--- config.mk ---
export PLATFORM = sky130hd
export DESIGN_NAME = param_fifo
export DESIGN_NICKNAME = d
export VERILOG_FILES = /design/src/rtl/param_fifo_pkg.sv /design/src/rtl/param_fifo_ctrl.sv /design/src/rtl/param_fifo.sv
export SDC_FILE = /design/constraint.sdc
export NUM_CORES = 1
export LEC_CHECK = 0
export BUFFER_PORTS_ARGS = -buffer_cell sky130_fd_sc_hd__buf_2
export CORE_AREA = 2 2 222 224
export DETAILED_ROUTE_END_ITERATION = 8
export DIE_AREA = 0 0 224 226
export GPL_TIMING_DRIVEN = 0
export PLACE_DENSITY = 0.67
export SLEW_MARGIN = 20
export SYNTH_ARGS = -nofsm -noshare
export SYNTH_HDL_FRONTEND = slang
export SYNTH_SLANG_ARGS = --single-unit
--- constraint.sdc ---
create_clock -name clk -period 5.3 [get_ports clk]
set_clock_uncertainty 0.15 [all_clocks]
set_input_delay 1.06 -clock clk [delete_from_list [all_inputs] [get_ports clk]]
set_output_delay 1.06 -clock clk [all_outputs]
set_load 0.03 [all_outputs]
--- src/rtl/param_fifo_pkg.sv ---
// Shared defaults and types for param_fifo. Queue owners (ROB, LSB) override
// the defaults at instantiation.
package param_fifo_pkg;

  localparam int FIFO_DAT_W    = 32;
  localparam int FIFO_DEPTH    = 16;
  localparam int FIFO_ADDR_W   = 4;
  localparam int FIFO_AFULL_TH = 14;

  // Status flags, registered together from the next-state occupancy
  typedef struct packed {
    logic full;
    logic empty;
    logic afull;
  } fifo_flags_t;

  localparam fifo_flags_t FIFO_FLAGS_RST = '{full: 1'b0, empty: 1'b1, afull: 1'b0};

endpackage

--- src/rtl/param_fifo_ctrl.sv ---
// Pointer, occupancy and flag control for param_fifo. Storage lives in the
// top; this block decides which requests are accepted and where they land.
module param_fifo_ctrl
  import param_fifo_pkg::*;
#(
  parameter int DEPTH    = FIFO_DEPTH,
  parameter int ADDR_W   = FIFO_ADDR_W,
  parameter int AFULL_TH = FIFO_AFULL_TH
) (
  input  logic              clk,
  input  logic              rst_n,
  input  logic              en,
  input  logic              flush,
  input  logic              push,
  input  logic              pop,
  output logic              push_ok,
  output logic              pop_ok,
  output logic [ADDR_W-1:0] head,
  output logic [ADDR_W-1:0] tail,
  output logic [ADDR_W:0]   count,
  output logic              full,
  output logic              empty,
  output logic              afull
);

  localparam logic [ADDR_W:0] DEPTH_C = DEPTH[ADDR_W:0];
  localparam logic [ADDR_W:0] AFULL_C = AFULL_TH[ADDR_W:0];

  logic [ADDR_W-1:0] head_q, head_d;
  logic [ADDR_W-1:0] tail_q, tail_d;
  logic [ADDR_W:0]   count_q, count_d;
  fifo_flags_t       flags_q, flags_d;

  // A pop frees a slot in the same cycle, so a full queue can still take a push
  assign pop_ok  = en & ~flush & pop & ~flags_q.empty;
  assign push_ok = en & ~flush & push & (~flags_q.full | pop_ok);

  always_comb begin
    head_d  = head_q;
    tail_d  = tail_q;
    count_d = count_q;
    if (flush) begin
      head_d  = '0;
      tail_d  = '0;
      count_d = '0;
    end else begin
      head_d  = head_q + ADDR_W'(pop_ok);
      tail_d  = tail_q + ADDR_W'(push_ok);
      count_d = count_q + (ADDR_W + 1)'(push_ok) - (ADDR_W + 1)'(pop_ok);
    end
    flags_d.full  = (count_d == DEPTH_C);
    flags_d.empty = (count_d == '0);
    flags_d.afull = (count_d >= AFULL_C);
  end

  always_ff @(posedge clk or negedge rst_n) begin
    if (!rst_n) begin
      head_q  <= '0;
      tail_q  <= '0;
      count_q <= '0;
      flags_q <= FIFO_FLAGS_RST;
    end else begin
      head_q  <= head_d;
      tail_q  <= tail_d;
      count_q <= count_d;
      flags_q <= flags_d;
    end
  end

  assign head  = head_q;
  assign tail  = tail_q;
  assign count = count_q;
  assign full  = flags_q.full;
  assign empty = flags_q.empty;
  assign afull = flags_q.afull;

endmodule

--- src/rtl/param_fifo.sv ---
// First-word-fall-through synchronous FIFO with flush, occupancy and slot
// indices. Head data is read straight from the register array.
module param_fifo
  import param_fifo_pkg::*;
#(
  parameter int DAT_W    = FIFO_DAT_W,
  parameter int DEPTH    = FIFO_DEPTH,
  parameter int ADDR_W   = FIFO_ADDR_W,
  parameter int AFULL_TH = FIFO_AFULL_TH
) (
  input  logic              clk,
  input  logic              rst_n,
  input  logic              en,
  input  logic              i_flush,
  input  logic              i_push,
  input  logic [DAT_W-1:0]  i_WrDat,
  input  logic              i_pop,
  output logic [DAT_W-1:0]  o_RdDat,
  output logic              o_RdVld,
  output logic              o_push_ok,
  output logic              o_pop_ok,
  output logic              o_full,
  output logic              o_empty,
  output logic              o_afull,
  output logic [ADDR_W:0]   o_count,
  output logic [ADDR_W-1:0] o_head_idx,
  output logic [ADDR_W-1:0] o_tail_idx
);

  logic              push_ok;
  logic              pop_ok;
  logic              empty;
  logic [ADDR_W-1:0] head;
  logic [ADDR_W-1:0] tail;
  logic [DAT_W-1:0]  dat_q [DEPTH];

  param_fifo_ctrl #(
    .DEPTH    (DEPTH),
    .ADDR_W   (ADDR_W),
    .AFULL_TH (AFULL_TH)
  ) u_ctrl (
    .clk     (clk),
    .rst_n   (rst_n),
    .en      (en),
    .flush   (i_flush),
    .push    (i_push),
    .pop     (i_pop),
    .push_ok (push_ok),
    .pop_ok  (pop_ok),
    .head    (head),
    .tail    (tail),
    .count   (o_count),
    .full    (o_full),
    .empty   (empty),
    .afull   (o_afull)
  );

  // Reset clears the array so o_RdDat reads 0 out of reset; flush leaves it stale
  always_ff @(posedge clk or negedge rst_n) begin
    if (!rst_n) begin
      for (int i = 0; i < DEPTH; i++) dat_q[i] <= '0;
    end else if (push_ok) begin
      dat_q[tail] <= i_WrDat;
    end
  end

  assign o_RdDat    = dat_q[head];
  assign o_RdVld    = ~empty;
  assign o_empty    = empty;
  assign o_push_ok  = push_ok;
  assign o_pop_ok   = pop_ok;
  assign o_head_idx = head;
  assign o_tail_idx = tail;

endmodule

# Yosys cells after proc, flatten, opt, wreduce, memory -nomap -nowiden
# Cells that the tools add are included.
[classes]
n_addsub = 4
order_cmp = 4
n_eq_ne = 1
muxes = 9
bitwise = 11
n_reduce_logical = 2
[op_table]
columns = ["op", "count"]
rows = [
  ["bitwise mux 512 bit", 1],
  ["binary-select mux 32 bit (select 4 bit)", 1],
  ["demux 32 bit (select 4 bit)", 1],
  ["two-way mux 32 bit", 3],
  [">= comparator 5 bit, second input constant", 2],
  ["NOT 4 -> 5 bit", 2],
  ["adder 4 x 1 -> 4 bit", 2],
  ["two-way mux 4 bit", 2],
  ["adder 5 x 1 -> 5 bit", 1],
  ["bitwise AND 1 bit", 5],
  ["== test 5 bit, second input constant", 1],
  [">= comparator 5 x 4 -> 1 bit, second input constant", 1],
  ["zero test 5 bit", 1],
  ["< comparator 5 x 1 -> 1 bit, second input constant", 1],
  ["two-way mux 5 bit", 1],
  ["subtractor 5 x 1 -> 5 bit", 1],
  ["NOT 1 bit", 3],
  ["logical AND 1 bit", 1],
  ["bitwise OR 1 bit", 1],
]
[totals]
regBits = 528
input_bits = 38
out_inout_bits = 51

# Logic depth before layout (Yosys ltp)
[logic_depth]
word_depth = 10
ltp_mapped = 10

# By module
# From an unflattened synthesis, not the netlist that was laid out.
[unflattened]
cells_unflattened = 1482
hier_area_um2 = 23627.7
[modules_own_cells]
columns = ["mod", "n_inst", "cells_each", "area_per_inst_um2", "seq_area_each_um2"]
rows = [
  ["param_fifo", 1, 1405, 22778.1, 12812.3],
  ["param_fifo_ctrl", 1, 77, 849.6, 401.6],
]

# Worst setup path before layout
# No wires, ideal clock.
[synth_timing]
path_type = "input to register"
startpoint = "input i_flush"
endpoint = "register u_ctrl.flags_q (netlist bit u_ctrl.afull)"
setup_ns = 0.082
arrival_time_ns = 3.837
setup_slack_ns = 1.231
stages = 9
path_buffers = 1
cell_sequence = "clkbuf_1 nor3b_1 ha_1 inv_1 ha_1 fa_1 xnor2_1 or4b_1 a31oi_1"
[synth_rtl]
columns = ["element", "line_no", "text"]
rows = [
  ["start: declaration", "param_fifo.sv:14", "input logic i_flush,"],
  ["end signal: assignment", "param_fifo_ctrl.sv:66", "flags_q <= flags_d;"],
  ["end: declaration", "param_fifo_ctrl.sv:32", "fifo_flags_t flags_q, flags_d;"],
]

# Worst setup path in the final report
[layout_timing]
startpoint = "register u_ctrl.head_q[1], in the netlist u_ctrl.head[1]"
endpoint = "output o_RdDat[22]"
[layout_via]
elab_chain_cells = 4
[layout_lines]
columns = ["element", "line_no", "text"]
rows = [
  ["start: declaration", "param_fifo_ctrl.sv:29", "logic [ADDR_W-1:0] head_q, head_d;"],
  ["start signal: assignment", "param_fifo_ctrl.sv:58", "head_q <= '0;"],
  ["start signal: assignment", "param_fifo_ctrl.sv:63", "head_q <= head_d;"],
  ["NOT 4 -> 5 bit (not written as such)", "param_fifo.sv:67", "assign o_RdDat = dat_q[head];"],
  ["binary-select mux 32 bit (select 4 bit)", "param_fifo.sv:67", ""],
  ["two-way mux 32 bit (not written as such) (2 in a row)", "param_fifo.sv:67", ""],
  ["end: declaration", "param_fifo.sv:18", "output logic [DAT_W-1:0] o_RdDat,"],
]
# No other way between the ends. The select of a mux whose other input is x is not followed.

==> impl_metrics.env <==
export IMPL_cts_tree="done"
export IMPL_clk_pin_slew_worst_paths_ns=0.06
export IMPL_antenna_found_initial=2
export IMPL_die_h_um=226
export IMPL_final_cell_mix="dfrtp_1 (527), mux2_1 (482), buf_2 (135)"
export IMPL_synth_top_family_by_area="multiplexers"
export IMPL_ys_ff_latch=528
export IMPL_crit_chain="clkbuf_1, buf_1, mux4_2, a22oi_1, nand2_1, buf_2"
export IMPL_nets=1674
export IMPL_dr_pass1_iters=5
export IMPL_synth_ff_type="dfrtp_1"
export IMPL_synth_compound_area_share_pct=2.25
export IMPL_synth_cell_types=35
export IMPL_chipWidth_um=224
export IMPL_ys_seq_area_share_pct=55.4
export IMPL_cts_root_buf="clkbuf_16"
export IMPL_ant_nets=0
export IMPL_min_path_type="flop to flop"
export IMPL_final_cells=2289
export IMPL_clock_sinks=528
export IMPL_cpLargestDelayFamily="buffers and inverters"
export IMPL_track_usage_pct=24.0
export IMPL_num_vias=13600
export IMPL_synth_fp_nets=1523
export IMPL_power_density_nw_per_um2=358
export IMPL_cts_repair_resized=0
export IMPL_power_leakage_nw=13.4
export IMPL_synth_adder_area_share_pct=0.556
export IMPL_grt_pass1_vias=14300
export IMPL_grt_max_degree=101
export IMPL_drc=0
export IMPL_portBuffers=88
export IMPL_gp_congestion=0.768
export IMPL_post_place_cells=2190
export IMPL_crit_start="u_ctrl.head[1]$_DFF_PN0_"
export IMPL_wl_per_cell_um=25.5
export IMPL_finalCriticalPeriod_ns=4.90
export IMPL_finalCritPeriodShare_pct=92.4
export IMPL_r2r_slack_ns=2.09
export IMPL_cp_arrival_ns=3.69
export IMPL_design_core_area_um2=48300
export IMPL_avgSynthCellArea_um2=16.2
export IMPL_htree_levels=2
export IMPL_cts_buffers=56
export IMPL_cp_endpoint="o_RdDat[22]"
export IMPL_reg2reg_depth=9
export IMPL_clockBufferDepth=3
export IMPL_hpwlAfterDp_mm=37.2
export IMPL_path_max_fanout=10
export IMPL_initial_core_util_pct=49.3
export IMPL_io_pins=89
export IMPL_netlist_area_um2=23800
export IMPL_power_mw=9.69
export IMPL_crit_slowest_cell="clkbuf_1"
export IMPL_slew_violations=0
export IMPL_final_common_cell="dfrtp_1"
export IMPL_outcome="finished, final reports clean"
export IMPL_clock_latency_ns=0.60
export IMPL_drt_wl_total_mm=58.4
export IMPL_postSynthCellCount=1475
export IMPL_synthSimpleGateAreaFrac_pct=2.08
export IMPL_rsz0062_at_grt="no"
export IMPL_final_hold_viol_count=0
export IMPL_vias_per_cell=5.94
export IMPL_worstHoldPathCells=1
export IMPL_drv_cap=0
export IMPL_startpoint_type="flop"
export IMPL_grt_pass1_wl_mm=89.8
export IMPL_cp_slowest_stage_delay_ns=0.90
export IMPL_timing_rr_start="u_ctrl.empty$_DFF_PN1_"
export IMPL_grt_overflow_total=0
export IMPL_synth_edf_count=0
export IMPL_drt_initial_drc_count=996
export IMPL_async_reset_ff_share_pct=100
export IMPL_worstMarginPinSlew_ns=1.16
export IMPL_synth_mux_area_share_pct=36.7
export IMPL_crit_buf_inv=3
export IMPL_fmaxAchievable_mhz=204
export IMPL_worst_ep_required_time_ns=4.09
export IMPL_relSlewSlack_pct=22.9
export IMPL_post_cts_buffers=0
export IMPL_rows=81
export IMPL_area_growth_syn_to_layout_pct=13.5
export IMPL_end_kind="output pin"
export IMPL_drive_above_1_share_pct=25.2
export IMPL_cts_hold_buf=0
export IMPL_rr_endpoint="u_ctrl.afull$_DFF_PN0_"
export IMPL_path_class="flop to output pin"
export IMPL_yosysWarnings=0
export IMPL_setup_violations=0
export IMPL_peakVddDrop_v=0.000243
export IMPL_fp_dieArea_um2=50600
export IMPL_worst_path_stages=6
export IMPL_synth_xor_area_share_pct=0.294
-- through the flow --
| step | area [um2] | setup slack [ns] | util (%) | hold slack, ns | TNS [ns] |
|---|---|---|---|---|---|
| 2_1_floorplan | 23800 | 1.23 | - | 0.302 | 0 |
| 3_3_place_gp | 25100 | -7.45 | 51.9 | 0.311 | -3895.94 |
| 3_5_place_dp | 25200 | 0.868 | 52.2 | 0.319 | 0 |
| 4_1_cts | 27100 | 0.355 | 56.0 | 0.332 | 0 |
| 5_1_grt | 27100 | 0.272 | 56.0 | 0.337 | 0 |
| 6_report | 27100 | 0.401 | 56.0 | 0.328 | 0 |
-- routing by layer --
metal  up-vias  GRT usage (%)  wire length (um)
li1       5812              -                 -
met1      7264           33.2             25100
met2       395           37.1             26900
met3       124           5.84              4120
met4         2           8.88              2170
met5         -              0                13
-- cells in the mapped netlist, types with 2 or more instances --
library cell | instances | area share, %
ha_1 | 9 | 0.47
buf_2 | 48 | 1.0
nor3_2 | 9 | 0.38
inv_1 | 7 | 0.11
clkbuf_1 | 64 | 1.0
dfrtp_1 | 527 | 55
xor2_1 | 4 | 0.15
nand2_1 | 35 | 0.55
nand2b_1 | 5 | 0.13
buf_4 | 12 | 0.38
nor4_2 | 6 | 0.31
mux2_1 | 482 | 23
mux2_4 | 30 | 1.9
nand3_1 | 2 | 0.042
mux4_2 | 128 | 12
or4b_1 | 2 | 0.084
a22oi_1 | 64 | 2.0
xnor2_1 | 4 | 0.15
nor2_1 | 10 | 0.16
nor2b_1 | 8 | 0.21
a21oi_1 | 2 | 0.042
buf_6 | 3 | 0.14
a21o_1 | 2 | 0.063
-- registers in the layout, indices dropped and copies added (netlist names) --
name / flops
dat_q: 512
u_ctrl.afull: 1
u_ctrl.count: 5
u_ctrl.empty: 1
u_ctrl.full: 1
u_ctrl.head: 4
u_ctrl.tail: 4
-- area by class of cell --
cell class	instances	area, um2
clock buffers	80	1620
well taps	622	778
inverters	8	30.0
fillers	3835	21300
clock inverters	18	220
flip-flops and latches	528	13200
diodes	1	2.50
repair buffers	93	588
plain buffers	128	608
multi-input cells	811	10000
-- power breakdown --
part           leakage, nW  internal (mW)  total, mW  switching (mW)
logic                 5.35          0.561       1.31           0.752
clock network        0.910           2.35       3.94            1.58
registers             7.15           4.30       4.44           0.137
-- cell families after synthesis --
logic type	after synthesis
buffers and inverters	136
AO/OA/AOI/OAI	71
multiplexers	640
AND/OR/NAND/NOR	82
adder cells (fa/ha/maj)	10
flip-flops	528
XOR/XNOR	8
-- worst min path at each step --
stage | startpoint | slack, ns | to
6_report | dat_q[50]$_DFFE_PN0P_ | 0.33 | dat_q[50]$_DFFE_PN0P_
2_1_floorplan | dat_q[417]$_DFFE_PN0P_ | 0.30 | dat_q[417]$_DFFE_PN0P_
3_3_place_gp | dat_q[9]$_DFFE_PN0P_ | 0.31 | dat_q[9]$_DFFE_PN0P_
3_5_place_dp | dat_q[309]$_DFFE_PN0P_ | 0.32 | dat_q[309]$_DFFE_PN0P_
5_1_grt | dat_q[160]$_DFFE_PN0P_ | 0.34 | dat_q[160]$_DFFE_PN0P_
4_1_cts | dat_q[420]$_DFFE_PN0P_ | 0.33 | dat_q[420]$_DFFE_PN0P_
(Power assumes the default switching activity.)
